$ cat src/rtl/approx_err_monitor.sv
// approx_err_monitor: streaming error-metric collector for a DATA_W-bit approximate adder.
//
// Accepts (a, b, approx) samples over a valid/ready handshake, recomputes the exact sum and
// accumulates, over a programmed number of samples, the saturating sum of |approx-exact|, the
// largest error and the count of erroneous samples. The result is presented as one report
// record over a second valid/ready handshake.
//
// Optional feature: define ERRMON_BIAS_EN to add rpt_bias_sum, a saturating signed sum of
// (approx-exact) that is pipelined and reported alongside rpt_abs_sum.
//
// Ports:
//   clk, rst_n            clock (rising edge), asynchronous active-low reset
//   start, cfg_n          run start pulse (honoured in IDLE only) and samples per run
//   in_valid/in_ready     sample handshake; in_a, in_b operands, in_approx approximate sum
//   rpt_valid/rpt_ready   report handshake
//   rpt_abs_sum           saturating sum of |approx-exact|
//   rpt_max_err           largest |approx-exact| in the run
//   rpt_err_cnt           samples with nonzero error
//   rpt_samples           samples processed
//   busy                  high whenever not IDLE
//   rpt_bias_sum          (ERRMON_BIAS_EN only) saturating signed sum of (approx-exact)
module approx_err_monitor #(
  parameter int unsigned DATA_W = 16,
  parameter int unsigned CNT_W  = 16,
  parameter int unsigned ACC_W  = 34
) (
  input  logic                clk,
  input  logic                rst_n,
  input  logic                start,
  input  logic [CNT_W-1:0]    cfg_n,
  input  logic                in_valid,
  output logic                in_ready,
  input  logic [DATA_W-1:0]   in_a,
  input  logic [DATA_W-1:0]   in_b,
  input  logic [DATA_W:0]     in_approx,
  output logic                rpt_valid,
  input  logic                rpt_ready,
  output logic [ACC_W-1:0]    rpt_abs_sum,
  output logic [DATA_W:0]     rpt_max_err,
  output logic [CNT_W-1:0]    rpt_err_cnt,
  output logic [CNT_W-1:0]    rpt_samples,
  output logic                busy
`ifdef ERRMON_BIAS_EN
  ,
  output logic signed [ACC_W:0] rpt_bias_sum
`endif
);

  localparam int unsigned SW = DATA_W + 1;

  typedef enum logic [1:0] {StIdle, StRun, StDrain, StReport} state_e;

  state_e state_q, state_d;

  logic [CNT_W-1:0] n_q;
  logic [CNT_W-1:0] cnt_q;
  logic             in_ready_q;

  logic             s1_valid_q;
  logic [SW-1:0]    s1_exact_q;
  logic [SW-1:0]    s1_approx_q;
  logic             s2_valid_q;
  logic [SW-1:0]    s2_err_q;

  logic [ACC_W-1:0] abs_q, abs_d;
  logic [SW-1:0]    max_q, max_d;
  logic [CNT_W-1:0] errcnt_q, errcnt_d;

  logic             start_go;
  logic             accept;
  logic             last_accept;
  logic signed [SW:0] diff;
  logic [SW-1:0]    err;
  logic [ACC_W:0]   abs_wide;

  assign start_go    = (state_q == StIdle) && start;
  assign accept      = in_valid && in_ready_q;
  assign last_accept = accept && (cnt_q == n_q - CNT_W'(1));

  // State register
  always_ff @(posedge clk or negedge rst_n) begin
    if (!rst_n) begin
      state_q <= StIdle;
    end else begin
      state_q <= state_d;
    end
  end

  // Next-state logic
  always_comb begin
    state_d = state_q;
    unique case (state_q)
      StIdle:   if (start) state_d = (cfg_n == '0) ? StReport : StRun;
      StRun:    if (last_accept) state_d = StDrain;
      StDrain:  if (!s1_valid_q && !s2_valid_q) state_d = StReport;
      StReport: if (rpt_ready) state_d = StIdle;
      default:  state_d = StIdle;
    endcase
  end

  // Outputs
  always_comb begin
    busy      = (state_q != StIdle);
    rpt_valid = (state_q == StReport);
    in_ready  = in_ready_q;
  end

  // Run control: in_ready is registered so it never depends combinationally on in_valid.
  always_ff @(posedge clk or negedge rst_n) begin
    if (!rst_n) begin
      n_q        <= '0;
      cnt_q      <= '0;
      in_ready_q <= 1'b0;
    end else if (start_go) begin
      n_q        <= cfg_n;
      cnt_q      <= '0;
      in_ready_q <= (cfg_n != '0);
    end else if (accept) begin
      cnt_q <= cnt_q + CNT_W'(1);
      if (last_accept) in_ready_q <= 1'b0;
    end
  end

  // Stage 1: exact sum alongside the approximate sum
  always_ff @(posedge clk or negedge rst_n) begin
    if (!rst_n) begin
      s1_valid_q  <= 1'b0;
      s1_exact_q  <= '0;
      s1_approx_q <= '0;
    end else begin
      s1_valid_q <= accept;
      if (accept) begin
        s1_exact_q  <= {1'b0, in_a} + {1'b0, in_b};
        s1_approx_q <= in_approx;
      end
    end
  end

  // Signed difference is one bit wider than the sums; its magnitude always fits in SW bits.
  always_comb begin
    diff = $signed({1'b0, s1_approx_q}) - $signed({1'b0, s1_exact_q});
    err  = diff[SW] ? SW'(-diff) : diff[SW-1:0];
  end

  // Stage 2: error magnitude
  always_ff @(posedge clk or negedge rst_n) begin
    if (!rst_n) begin
      s2_valid_q <= 1'b0;
      s2_err_q   <= '0;
    end else begin
      s2_valid_q <= s1_valid_q;
      if (s1_valid_q) s2_err_q <= err;
    end
  end

  // Accumulator next-state
  always_comb begin
    abs_wide = {1'b0, abs_q} + (ACC_W + 1)'(s2_err_q);
    abs_d    = abs_wide[ACC_W] ? {ACC_W{1'b1}} : abs_wide[ACC_W-1:0];
    max_d    = (s2_err_q > max_q) ? s2_err_q : max_q;
    errcnt_d = errcnt_q + CNT_W'(s2_err_q != '0);
  end

  always_ff @(posedge clk or negedge rst_n) begin
    if (!rst_n) begin
      abs_q    <= '0;
      max_q    <= '0;
      errcnt_q <= '0;
    end else if (start_go) begin
      abs_q    <= '0;
      max_q    <= '0;
      errcnt_q <= '0;
    end else if (s2_valid_q) begin
      abs_q    <= abs_d;
      max_q    <= max_d;
      errcnt_q <= errcnt_d;
    end
  end

  // Report fields are the accumulators themselves; they hold until the next start.
  assign rpt_abs_sum = abs_q;
  assign rpt_max_err = max_q;
  assign rpt_err_cnt = errcnt_q;
  assign rpt_samples = cnt_q;

`ifdef ERRMON_BIAS_EN
  logic signed [SW:0]      s2_diff_q;
  logic signed [ACC_W:0]   bias_q, bias_d;
  logic signed [ACC_W+1:0] bias_wide;

  always_ff @(posedge clk or negedge rst_n) begin
    if (!rst_n) begin
      s2_diff_q <= '0;
    end else if (s1_valid_q) begin
      s2_diff_q <= diff;
    end
  end

  // Overflow shows up as disagreement between the two top bits of the widened sum.
  always_comb begin
    bias_wide = {bias_q[ACC_W], bias_q} + {{(ACC_W + 1 - SW){s2_diff_q[SW]}}, s2_diff_q};
    if (bias_wide[ACC_W+1] != bias_wide[ACC_W]) begin
      bias_d = bias_wide[ACC_W+1] ? {1'b1, {ACC_W{1'b0}}} : {1'b0, {ACC_W{1'b1}}};
    end else begin
      bias_d = bias_wide[ACC_W:0];
    end
  end

  always_ff @(posedge clk or negedge rst_n) begin
    if (!rst_n) begin
      bias_q <= '0;
    end else if (start_go) begin
      bias_q <= '0;
    end else if (s2_valid_q) begin
      bias_q <= bias_d;
    end
  end

  assign rpt_bias_sum = bias_q;
`endif

endmodule

$ cat config.mk
export PLATFORM = sky130hd
export DESIGN_NAME = approx_err_monitor
export DESIGN_NICKNAME = d
export VERILOG_FILES = /design/src/rtl/approx_err_monitor.sv
export SDC_FILE = /design/constraint.sdc
export NUM_CORES = 1
export LEC_CHECK = 0
export CAP_MARGIN = 20
export CORE_MARGIN = 2
export CORE_UTILIZATION = 55
export DETAILED_ROUTE_END_ITERATION = 10
export GPL_TIMING_DRIVEN = 0
export PLACE_DENSITY = 0.81
export SYNTH_ARGS = -nofsm -noshare
export SYNTH_HDL_FRONTEND = slang
export SYNTH_SLANG_ARGS = --single-unit
$ cat constraint.sdc
create_clock -name clk -period 3.6 [get_ports clk]
set_input_delay 0.72 -clock clk [delete_from_list [all_inputs] [get_ports clk]]
set_output_delay 0.72 -clock clk [all_outputs]
set_load 0.005 [all_outputs]
==> run metrics <==
combinational fraction of design power 59.8%; share of layout cells above drive strength 1 between 4 and 5%; ant diodes 0; number of vias per cell 5.74; Die Ht 140 µm; Synth-to-Final Area Change 23.8%; DIE AREA 19,500 µm²; Worst VDD drop about 510 µV; CP dominant cell by count o211a_1; Port Buffer Count 155; PD cells 926 nW/µm²; HP Class primary input to asynchronous set/reset pin; global-route wire length before repair 42,200 µm; sequential power share between 20% and 30%; CP max-delay cell clkbuf_1; Synth warnings 0; status complete, no violations; post-cts resize count 0; hold buffers post-CTS 0; largest net degree at the start of global routing 83; critical path's largest stage delay 0.46 ns; syn_nets 1,315; drt first-iter violations 445; RSZ-0062 raised after global routing no; Rel. slew slack 54.0%; CTS clk-pin slew, worst paths around 0.060 ns; Max Slew Vio Count 0; Max-Cap Viols 0; Worst-Margin Slew 0.690 ns; Detail Placement HPWL 19,000 µm; Row Count 49; total vias in the final route 9,074; 1st-pass router iterations 5; CTS Buffer Depth 2; Arr. time, crit path 3.57 ns; synthesized area per cell between 8 and 9 µm²; initial antenna violation count 0; CP max FO 10; ANT nets after route 0; Min Hold Slack between 0.3 and 0.4 ns; die width between 100 and 150 µm; Final GP Congestion 0.888; CP Cell Sequence ha_1 -> inv_1 -> fa_1 -> nor2b_1 -> o21ai_0 -> a21oi_1 -> o211a_1 -> o211a_1 -> o211ai_1 -> clkbuf_1 -> clkbuf_2 -> a31oi_1; crit share post-route between 90% and 100%; Root Driver clkbuf_16; GRT Total Usage 26.3%; worst skew pair latency between 0.4 and 0.5 ns; number of synthesized flops with an enable pin 0; CTS tree yes; Clock power frac 14.2%; total setup buffers inserted after CTS 0; post-route minimum period about 3.3 ns; Seq cells post-synth 155; starting density of the core 56.2%; DR DRC count 0; cell count after synthesis 1,165; overall power 11.6 mW; Leakage about 5.7 nW; most used flip-flop cell after synthesis dfrtp_1; fmax 304 MHz; gr ovfl total 0; clock skew 0.00824 ns; final hold vios 0; core area roughly 18,000 µm²; Synth cell types 66; WL/cell 15.9 µm; final WL 25,100 µm; internal power 6.52 mW; switching power total 5.10 mW; Worst Path Required 3.88 ns; number of top-level pins 156; setup violators final 0; CTS H-tree depth 4; FFs w/ async S/R, synth 100%; clk sinks 155; Nets roughly 1,500; switching share of power 43.9%; critical path type flop to flop; Seq/Total Area, Yosys 38.3%; Worst setup SP type flop; cell area after synthesis about 10,000 µm²; vias in the first global route 8,777; Worst Setup End Kind flop; Num CTS Buffers 17; Util after Layout 69.6%
==> sequential cells by signal, summed over array words and instances, names as in the netlist <==
signal / cells
rpt_max_err: 17
s1_approx_q: 17
rpt_samples: 16
s2_err_q: 17
s1_valid_q: 1
in_ready: 1
state_q: 2
s2_valid_q: 1
rpt_err_cnt: 16
rpt_abs_sum: 34
s1_exact_q: 17
n_q: 16
==> power by group through the flow <==
| stage | sequential [mW] | clock, mW | combinational (mW) |
|---|---|---|---|
| final | 3.03 | 1.64 | 6.95 |
| after global routing | 3.11 | 1.72 | 7.80 |
| after CTS | 3.01 | 1.66 | 6.91 |
| after detailed placement | 3.04 | 0 | 6.84 |
| after global placement | 3.02 | 0 | 6.61 |
| after floorplan | 2.82 | 0 | 5.19 |
==> cell usage after synthesis, types with 13 or more instances <==
cell type / count / area (µm²)
a31oi_1: 21 / 131
a21o_1: 20 / 150
xnor2_1: 56 / 490
mux2i_1: 31 / 310
o21a_1: 13 / 97.6
nor2_1: 110 / 413
ha_1: 77 / 963
nand2_1: 164 / 616
nor4_1: 13 / 81.3
clkbuf_1: 31 / 116
nor3_1: 25 / 125
and3_1: 14 / 87.6
nand4_1: 18 / 113
inv_1: 79 / 297
dfrtp_1: 155 / 3880
xor2_1: 37 / 324
nand3_1: 29 / 145
o21ai_0: 64 / 320
a21oi_1: 67 / 335
==> routing by layer <==
layer	part of all wire, %	routed length, µm	track usage, %	vias up
met1	44	11200	34.7	4314
met2	48	12100	44.4	274
li1	-	-	-	4430
met4	2.5	639	9.53	0
met3	4.8	1200	3.82	56
met5	0	0	0	-
==> stage by stage <==
step | setup slack (ns) | instances | setup TNS, ns | area [µm²]
global route | 0.0883 | 1580 | 0 | 12500
global placement | -4.39 | 1549 | -678.12 | 12000
detailed placement | -0.00970 | 1550 | -0.00970 | 12000
finish | 0.309 | 1580 | 0 | 12500
floorplan | 0.576 | 1165 | 0 | 10100
CTS | 0.131 | 1580 | 0 | 12500
==> cells by family (layout without fill, tap and decap cells) <==
kind of cell	Yosys count	after routing	share of synthesized area, %
compound gates	248	248	15.5
xor+xnor	93	93	8.04
fa+ha+maj	80	80	10.1
buf+inv	119	305	4.50
flops	155	155	38.3
mux	37	37	3.73
simple gates	433	433	19.9
==> cells in the final DEF (no fill, tap or decap), types with 6 or more instances in the layout <==
master	Yosys	layout
nand2_1	164	164
dfrtp_1	155	155
clkdlybuf4s50_1	0	154
nor2_1	110	110
inv_1	79	79
ha_1	77	77
a21oi_1	67	67
o21ai_0	64	64
xnor2_1	56	56
xor2_1	37	37
clkbuf_1	31	34
mux2i_1	31	31
nand3_1	29	29
nor3_1	25	25
a31oi_1	21	21
a21o_1	20	20
nand4_1	18	18
clkbuf_16	0	17
and3_1	14	14
o21a_1	13	13
nor4_1	13	12
or3_1	12	12
nor2b_1	11	11
a211oi_1	9	9
nand2b_1	8	8
o211ai_1	6	6
or2_2	6	6
==> path summary, 6_finish.rpt <==
check | from | endpoint | slack, ns | cells past startpoint
max in group asynchronous | rst_n | rpt_samples[5] | 2.44 | 2
min reg2reg | s1_valid_q | s2_valid_q | 0.41 | 0
min | rst_n | rpt_max_err[13] | 0.31 | 1
max reg2reg | rpt_abs_sum[0] | rpt_abs_sum[14] | 0.31 | 12
min in group clk | s1_valid_q | s2_valid_q | 0.41 | 0
max | rpt_abs_sum[0] | rpt_abs_sum[14] | 0.31 | 12
==> worst max-delay path: cells and delay by family (launching register included) <==
kind	cells	cell delay, ns
AO/OA/AOI/OAI	6	1.33
AND/OR/NAND/NOR	1	0.05
buffers and inverters	3	0.89
adder cells (fa/ha/maj)	2	0.43
flip-flops	1	0.43
==> layout make-up <==
type                    count  area, µm²
flip-flops and latches    155       3880
plain buffers              40        161
inverters                  79        297
multi-input cells         891       5810
fillers                  1476       5480
well taps                 229        287
repair buffers            156       1580
clock buffers              24        492
clock inverters             6       38.8
No activity file was read; power rests on OpenSTA's default activity.
